==> config.mk <==
export PLATFORM = sky130hd
export DESIGN_NAME = i2s_sample_fifo
export DESIGN_NICKNAME = d
export VERILOG_FILES = /design/src/rtl/audio_pkg.sv /design/src/rtl/sample_ram.sv /design/src/rtl/i2s_sample_fifo.sv
export SDC_FILE = /design/constraint.sdc
export NUM_CORES = 1
export LEC_CHECK = 0
export CORE_ASPECT_RATIO = 1.2
export CORE_MARGIN = 2
export CORE_UTILIZATION = 58
export DETAILED_ROUTE_END_ITERATION = 7
export PLACE_DENSITY = 0.77
export SLEW_MARGIN = 20
export SYNTH_ARGS = -nofsm -noshare
export SYNTH_HDL_FRONTEND = slang
export SYNTH_SLANG_ARGS = --single-unit
==> constraint.sdc <==
create_clock -name clk -period 4.8 [get_ports clk]
set_input_delay 0.48 -clock clk [delete_from_list [all_inputs] [get_ports clk]]
set_output_delay 0.48 -clock clk [all_outputs]
set_load 0.02 [all_outputs]
==> src/rtl/audio_pkg.sv <==
// Shared audio-path constants: sample width, silence code, default FIFO depth.
package audio_pkg;

    localparam int unsigned SAMPLE_W    = 16;
    localparam logic [SAMPLE_W-1:0] SILENCE = 16'h0000;
    localparam int unsigned FIFO_ADDR_W = 4;

endpackage

==> src/rtl/sample_ram.sv <==
// Sample storage: DEPTH x DATA_W, one synchronous write port, one asynchronous read port.
// Ports: clk, we/waddr/wdata (write on rising edge), raddr/rdata (combinational read).
// Contents are not reset.
module sample_ram #(
    parameter int unsigned DATA_W = 16,
    parameter int unsigned ADDR_W = 4
) (
    input  logic              clk,
    input  logic              we,
    input  logic [ADDR_W-1:0] waddr,
    input  logic [DATA_W-1:0] wdata,
    input  logic [ADDR_W-1:0] raddr,
    output logic [DATA_W-1:0] rdata
);

    localparam int unsigned DEPTH = 1 << ADDR_W;

    logic [DATA_W-1:0] mem [DEPTH];

    // Write port
    always_ff @(posedge clk) begin
        if (we) begin
            mem[waddr] <= wdata;
        end
    end

    // Asynchronous read gives first-word-fall-through on the head entry
    assign rdata = mem[raddr];

endmodule

==> src/rtl/i2s_sample_fifo.sv <==
// First-word-fall-through sample FIFO feeding the I2S transmitter.
// Ports: clk, rst_n (async, active low), flush / clr_status (sync clears),
//        wr_en/wr_data, full, almost_full (source side),
//        rd_en, fifo_out, fifo_empty, almost_empty (transmitter side),
//        level, overflow, underflow (sticky status).
// All flags are decoded from the pointer registers only.
module i2s_sample_fifo
    import audio_pkg::*;
#(
    parameter int unsigned DATA_W    = SAMPLE_W,
    parameter int unsigned ADDR_W    = FIFO_ADDR_W,
    parameter int unsigned AFULL_TH  = 12,
    parameter int unsigned AEMPTY_TH = 2
) (
    input  logic              clk,
    input  logic              rst_n,
    input  logic              flush,
    input  logic              wr_en,
    input  logic [DATA_W-1:0] wr_data,
    output logic              full,
    output logic              almost_full,
    input  logic              rd_en,
    output logic [DATA_W-1:0] fifo_out,
    output logic              fifo_empty,
    output logic              almost_empty,
    output logic [ADDR_W:0]   level,
    output logic              overflow,
    output logic              underflow,
    input  logic              clr_status
);

    localparam int unsigned PTR_W = ADDR_W + 1;
    localparam logic [PTR_W-1:0] AFULL_LVL  = PTR_W'(AFULL_TH);
    localparam logic [PTR_W-1:0] AEMPTY_LVL = PTR_W'(AEMPTY_TH);

    logic [PTR_W-1:0]  wptr;
    logic [PTR_W-1:0]  rptr;
    logic [DATA_W-1:0] ram_rdata;
    logic              is_empty;
    logic              is_full;
    logic              do_push;
    logic              do_pop;
    logic              ovf_evt;
    logic              unf_evt;

    // Wrap-bit pointer compare
    assign is_empty = (wptr == rptr);
    assign is_full  = (wptr[ADDR_W-1:0] == rptr[ADDR_W-1:0]) && (wptr[ADDR_W] != rptr[ADDR_W]);

    // A pop on a full FIFO frees the slot the same edge, so the push still goes in
    assign do_pop  = rd_en & ~is_empty & ~flush;
    assign do_push = wr_en & (~is_full | rd_en) & ~flush;
    assign ovf_evt = wr_en & is_full & ~rd_en & ~flush;
    assign unf_evt = rd_en & is_empty & ~flush;

    sample_ram #(
        .DATA_W (DATA_W),
        .ADDR_W (ADDR_W)
    ) u_ram (
        .clk   (clk),
        .we    (do_push),
        .waddr (wptr[ADDR_W-1:0]),
        .wdata (wr_data),
        .raddr (rptr[ADDR_W-1:0]),
        .rdata (ram_rdata)
    );

    // Pointer registers; flush overrides any push/pop in the same cycle
    always_ff @(posedge clk or negedge rst_n) begin
        if (!rst_n) begin
            wptr <= '0;
            rptr <= '0;
        end else if (flush) begin
            wptr <= '0;
            rptr <= '0;
        end else begin
            wptr <= wptr + PTR_W'(do_push);
            rptr <= rptr + PTR_W'(do_pop);
        end
    end

    // Sticky status; a new event in the clearing cycle keeps the flag set
    always_ff @(posedge clk or negedge rst_n) begin
        if (!rst_n) begin
            overflow  <= 1'b0;
            underflow <= 1'b0;
        end else begin
            overflow  <= ovf_evt | (overflow & ~clr_status);
            underflow <= unf_evt | (underflow & ~clr_status);
        end
    end

    // Status decode; pointer difference is naturally modulo 2*DEPTH
    assign level        = wptr - rptr;
    assign fifo_empty   = is_empty;
    assign full         = is_full;
    assign almost_full  = (level >= AFULL_LVL);
    assign almost_empty = (level <= AEMPTY_LVL);
    assign fifo_out     = is_empty ? DATA_W'(SILENCE) : ram_rdata;

endmodule
=== Word-level counts from Yosys, hierarchy flattened ===
Memories as Yosys holds them, arrays and structs flattened.
Cells that the tools add are included.

* $add $sub $neg: 3
* Multipliers: 0
* Div/mod/pow operators: 0
* Magnitude comparators: 2
* Equality and inequality tests: 3
* Shift operators: 0
* Multiplexer cells: 5
* Bitwise operators: 19
* Reductions and logical operators: 1

{| class="wikitable"
|+ Operators by type and width
! cell !! count
|-
| $mux 16 || 1
|-
| $and 1x1->1 || 11
|-
| $add 5x1->5 || 2
|-
| $mux 5 || 2
|-
| $eq 5x5->1 || 1
|-
| $ge 5x4->1 const B || 1
|-
| $le 5x2->1 const B || 1
|-
| $not 1->1 || 5
|-
| $sub 5x5->5 || 1
|-
| $eq 4x4->1 || 1
|-
| $or 1x1->1 || 3
|-
| $mux 1 || 2
|-
| $logic_and 1x1->1 || 1
|-
| $ne 1x1->1 || 1
|}

* Register bits after elaboration: 12
* Bits in latches: 0
* Memory bits (writable): 256
* ROM bits: 0
* Input bits: 22
* Output and inout bits: 27
* Word-level logic and storage cells: 38
* Memories: 1

{| class="wikitable"
|+ Memory list
! memory !! depth !! bits a word !! read ports !! clocked after memory_dff !! write ports !! line !! RTL
|-
| u_ram.mem || 16 || 16 || 1 || 0 || 1 || sample_ram.sv:18 || <nowiki>logic [DATA_W-1:0] mem [DEPTH];</nowiki>
|}

=== Logic depth before layout (Yosys ltp) ===
* Depth after elaboration: 8
* Mapped depth: 14
* Mapped depth without buffers: 11

=== By module ===
A second synthesis with hierarchy kept.

* Cell total of the unflattened synthesis: 511
* Area, all modules: 10,623.9 um2

{| class="wikitable"
|+ Modules (own cells, without submodules)
! module !! instances !! cells an instance !! area an instance (um2) !! seq. area each (um2)
|-
| sample_ram || 1 || 416 || 9,723.1 || 7,687.4
|-
| i2s_sample_fifo || 1 || 95 || 900.9 || 300.3
|}

=== Worst setup path before layout ===
OpenSTA, ideal clock, no wires.

* Kind: register to register
* Start: reg rptr[3]
* End: mem u_ram.mem[2][0] (enable)
* Setup time: 0.409 ns
* Arrival: 3.258 ns
* Required time: 4.391 ns
* Path slack: 1.133 ns
* Stages on the path, launching flop included: 10
* Buffers on the path: 3
* Period minus slack after synthesis: 3.667 ns
* Path through: dfrtp_1 > buf_2 > buf_2 > inv_2 > buf_2 > ha_1 > and4_1 > a31oi_1 > nand3b_1 > nor3_1

* Cells in the longest elaborated chain, start to end: 8

{| class="wikitable"
|+ RTL lines
! item !! line !! RTL
|-
| start: declaration || i2s_sample_fifo.sv:37 || <nowiki>logic [PTR_W-1:0] rptr;</nowiki>
|-
| start signal: assignment || i2s_sample_fifo.sv:78 || <nowiki>rptr <= rptr + PTR_W'(do_pop);</nowiki>
|-
| $eq 4x4->1 || i2s_sample_fifo.sv:48 || <nowiki>assign is_full = (wptr[ADDR_W-1:0] == rptr[ADDR_W-1:0]) && (wptr[ADDR_W] != rptr[ADDR_W]);</nowiki>
|-
| $logic_and 1x1->1 || i2s_sample_fifo.sv:48 ||
|-
| $not 1->1 || i2s_sample_fifo.sv:52 || <nowiki>assign do_push = wr_en & (~is_full | rd_en) & ~flush;</nowiki>
|-
| $or 1x1->1 || i2s_sample_fifo.sv:52 ||
|-
| $and 1x1->1 (2 in a row) || i2s_sample_fifo.sv:52 ||
|-
| $mux 1 || sample_ram.sv:22 || <nowiki>if (we) begin</nowiki>
|-
| $mux 1 (implied by the code) || sample_ram.sv:23 || <nowiki>mem[waddr] <= wdata;</nowiki>
|-
| end: declaration || sample_ram.sv:18 ||
|}

Every way passes these cells.

=== Worst setup path in the final report ===
* Start: reg rptr[1]
* End: out fifo_out[1]

* Cells in the longest elaborated chain, start to end: 2
* Elaborated cells between the ends (all ways): 3
* Those cells by class: eq/ne: 1; mux: 1; memory: 1

{| class="wikitable"
|+ RTL lines
! item !! line !! RTL
|-
| $mem_v2 16x16 or $eq 5x5->1 (tied branches) || n/a ||
|-
| $mux 16 (*) || i2s_sample_fifo.sv:99 || <nowiki>assign fifo_out = is_empty ? DATA_W'(SILENCE) : ram_rdata;</nowiki>
|-
| end: declaration || i2s_sample_fifo.sv:23 || <nowiki>output logic [DATA_W-1:0] fifo_out,</nowiki>
|}

Mark *: on every way between the ends. The rest lies on a longest branch, timed or not.

==> impl_results.md <==
- Outcome: complete, no violations
- Worst VDD drop: 0.331 mV
- Path depth of the worst reg2reg path: 7
- Boundary pin count: 49
- Hold Buf Count CTS: 0
- Commonest cells in the synthesized netlist: edfxtp_1 (256), mux4_2 (64), nor2_1 (19)
- Seq/Total Area, Yosys: 75.4%
- DRC viols: 0
- DR vias/cell: 6.21
- Final hold viol count: 0
- Rel. slew slack: 33.6%
- Synth Warn #: 0
- Largest net degree at the start of global routing: 50
- Ys flop type: edfxtp_1
- Row Count: 54
- Setup CP Type: flop to output port
- Final TNS setup: 0 ns
- Routed wire length: 22000 um
- GPL Wtd Cong: 0.802
- Sequential cell area: 7990 um2
- Final worst path period share: 86.7%
- Distinct cells, synth: 35
- Clock-pin slew on the worst setup and hold paths: 0.06 ns
- Area share of the largest cell type after synthesis: 72.6%
- Critical Path RT: 4.32 ns
- Initial DRT Pass Iterations: 7
- Max Cap Viol: 0
- NetSw: 0.000978 W
- Sw frac: 20.6%
- Total power: 0.00476 W
- Count leader, synth: edfxtp_1
- Slew @ Worst Pin: 0.991 ns
- Diode count: 0
- CTS Buf Count: 26
- Port bufs: 48
- CORE AREA: 18000 um2
- Vias in the first global route: 5530
- Multi-input gate area: 2490 um2
- Initial Util: 58.7%
- Final Net Count: 609
- 1st-iter DRT viols: 631
- Clk sinks: 268
- Overflow after GRT: 0
- Minimum clock period: 4.16 ns
- Tot GR Track Use: 23.6%
- Startpoint Class: flop
- Sequential Power Share: 54.3%
- Slew Limit Fails: 0
- Die Wd: 127 um
- Clock latency on the worst-skew pair: 0.52 ns
- Hold Crit Class: primary input to async pin
- Hpwl dp: 12800 um
- Cell taking the most area after synthesis: edfxtp_1
- Share of layout cells above drive strength 1: 26.8%
- First-pass GRT wire length: 33200 um
- RSZ-0062 raised after global routing: no
- CP Capture Type: output port
- Setup violators final: 0
- Mapped Area: 10600 um2
- DIE AREA: 19400 um2
- Yosys reg bits: 268
- Clock Power Share: 39.7%
- Fillcell total: 1092
- Initial antenna violation count: 0
- CTS tree: yes
- WL per Instance: 26.8 um
- Max Root-Sink Buffers: 3
- Synth top area cells: edfxtp_1 (73%), mux4_2 (14%), dfrtp_1 (2.8%), mux2_2 (1.7%), mux2i_1 (1.5%)
- Worst-path maximum fanout: 23
- Arrival @ worst endpoint: 3.68 ns
- Htree depth: 1
- Fmax: 240 MHz
- Post-synth EDFFs: 256
- Die Span Y: 152 um
- Comb pwr share: 6.0%
- Post-route ant nets: 0
- Syn avg cell area: 20.9 um2
- Post-CTS setup buffers: 0
- Gate Count Post-Synth: 506
- Via Count: 5097
- Cell at the root of the clock tree: clkbuf_16
- Fraction of registers with async set/reset: 4.48%
- Leak: 3.99 nW
- Post-CTS sizing: 0
- Internal power: 0.00378 W
- Power per cell area: 389 nW/um2
- Final Skew: 0.0110 ns
- Layout Area Growth over Synthesis: 15.5%
- Synthesized Nets: 537
-- power by group through the flow --
stage	Combinational [W]	Sequential [W]	Clock [W]
floorplan	0.000150	0.00263	0
global placement	0.000279	0.00263	0
detailed placement	0.000287	0.00263	0
CTS	0.000289	0.00258	0.00191
global route	0.000308	0.00258	0.00200
finish	0.000285	0.00258	0.00189
-- final timing paths --
| kind | start | end | slack, ns |
|---|---|---|---|
| setup / recovery | rptr[1] | fifo_out[1] | 0.64 |
| hold / removal | rst_n | overflow | 0.34 |
| setup reg to reg | rptr[1] | u_ram.mem[0][1] | 1.24 |
| hold reg to reg | underflow | underflow | 0.56 |
| max in group asynchronous | rst_n | rptr[1] | 4.02 |
| min in group clk | underflow | underflow | 0.56 |
-- kinds of logic after synthesis --
logic type | count (synthesis) | synth area share [%]
simple gates | 47 | 2.16
flops | 268 | 75.4
buf+inv | 35 | 1.58
compound gates | 42 | 2.17
fa+ha+maj | 9 | 1.13
xor+xnor | 9 | 0.744
mux | 96 | 16.8
-- metal layers --
layer | share of wire, % | global-route usage, % | up-vias | wire (um)
met5 | 0 | 0 | - | 0
met4 | 2.4 | 7.54 | 0 | 532
met3 | 6.2 | 3.80 | 41 | 1360
met2 | 53 | 40.1 | 204 | 11700
met1 | 38 | 31.8 | 2648 | 8450
li1 | - | - | 2204 | -
-- cells in the final DEF (no fill, tap or decap), drive strengths merged --
cell / Yosys / routed
a211oi: 1 / 1
a21o: 2 / 2
a21oi: 17 / 17
a31o: 1 / 1
a31oi: 1 / 1
and2: 2 / 2
and4: 1 / 1
buf: 15 / 21
clkbuf: 10 / 37
clkdlybuf4s50: 0 / 48
clkinv: 0 / 9
clkinvlp: 0 / 1
dfrtp: 12 / 12
edfxtp: 256 / 256
fa: 1 / 1
ha: 8 / 8
inv: 10 / 10
mux2: 16 / 16
mux2i: 16 / 16
mux4: 64 / 64
nand2: 4 / 4
nand2b: 3 / 3
nand3: 5 / 5
nand3b: 2 / 2
nor2: 19 / 19
nor2b: 5 / 5
nor3: 5 / 5
o21a: 1 / 1
o21ai: 17 / 17
o22ai: 1 / 1
o32ai: 1 / 1
or3: 1 / 1
xnor2: 3 / 3
xor2: 6 / 6
-- final cells by class --
type	instances	area share [%]
sequential	268	65.3
multi-input combinational	203	20.3
clock buffer	37	6.07
timing repair buffer	69	5.21
tap	224	2.29
clock inverter	10	0.450
inverter	10	0.307
-- sequential cells by signal, summed over array words and instances, names as in the netlist --
| name | flops |
|---|---|
| wptr | 5 |
| underflow | 1 |
| rptr | 5 |
| overflow | 1 |
| u_ram.mem | 256 |
-- critical path, stage by stage (launching register included) --
cell,delay [ns]
dfrtp_4,0.66
inv_1,0.15
ha_1,0.33
and4_1,0.22
nand2b_1,0.63
o21ai_0,0.20
a21oi_1,0.28
clkdlybuf4s50_1,0.69
-- metrics by stage --
step                      setup slack, ns  hold WS (ns)  util, %  std cells  instance area (um2)
final                               0.638         0.337     67.8        821                12200
after global routing                0.425         0.379     67.8        821                12200
after CTS                           0.538         0.351     67.8        821                12200
after detailed placement             1.12         0.554     63.4        774                11400
after global placement               1.15         0.525     63.4        774                11400
after floorplan                      1.13         0.184        -        506                10600
(Power assumes the default switching activity.)
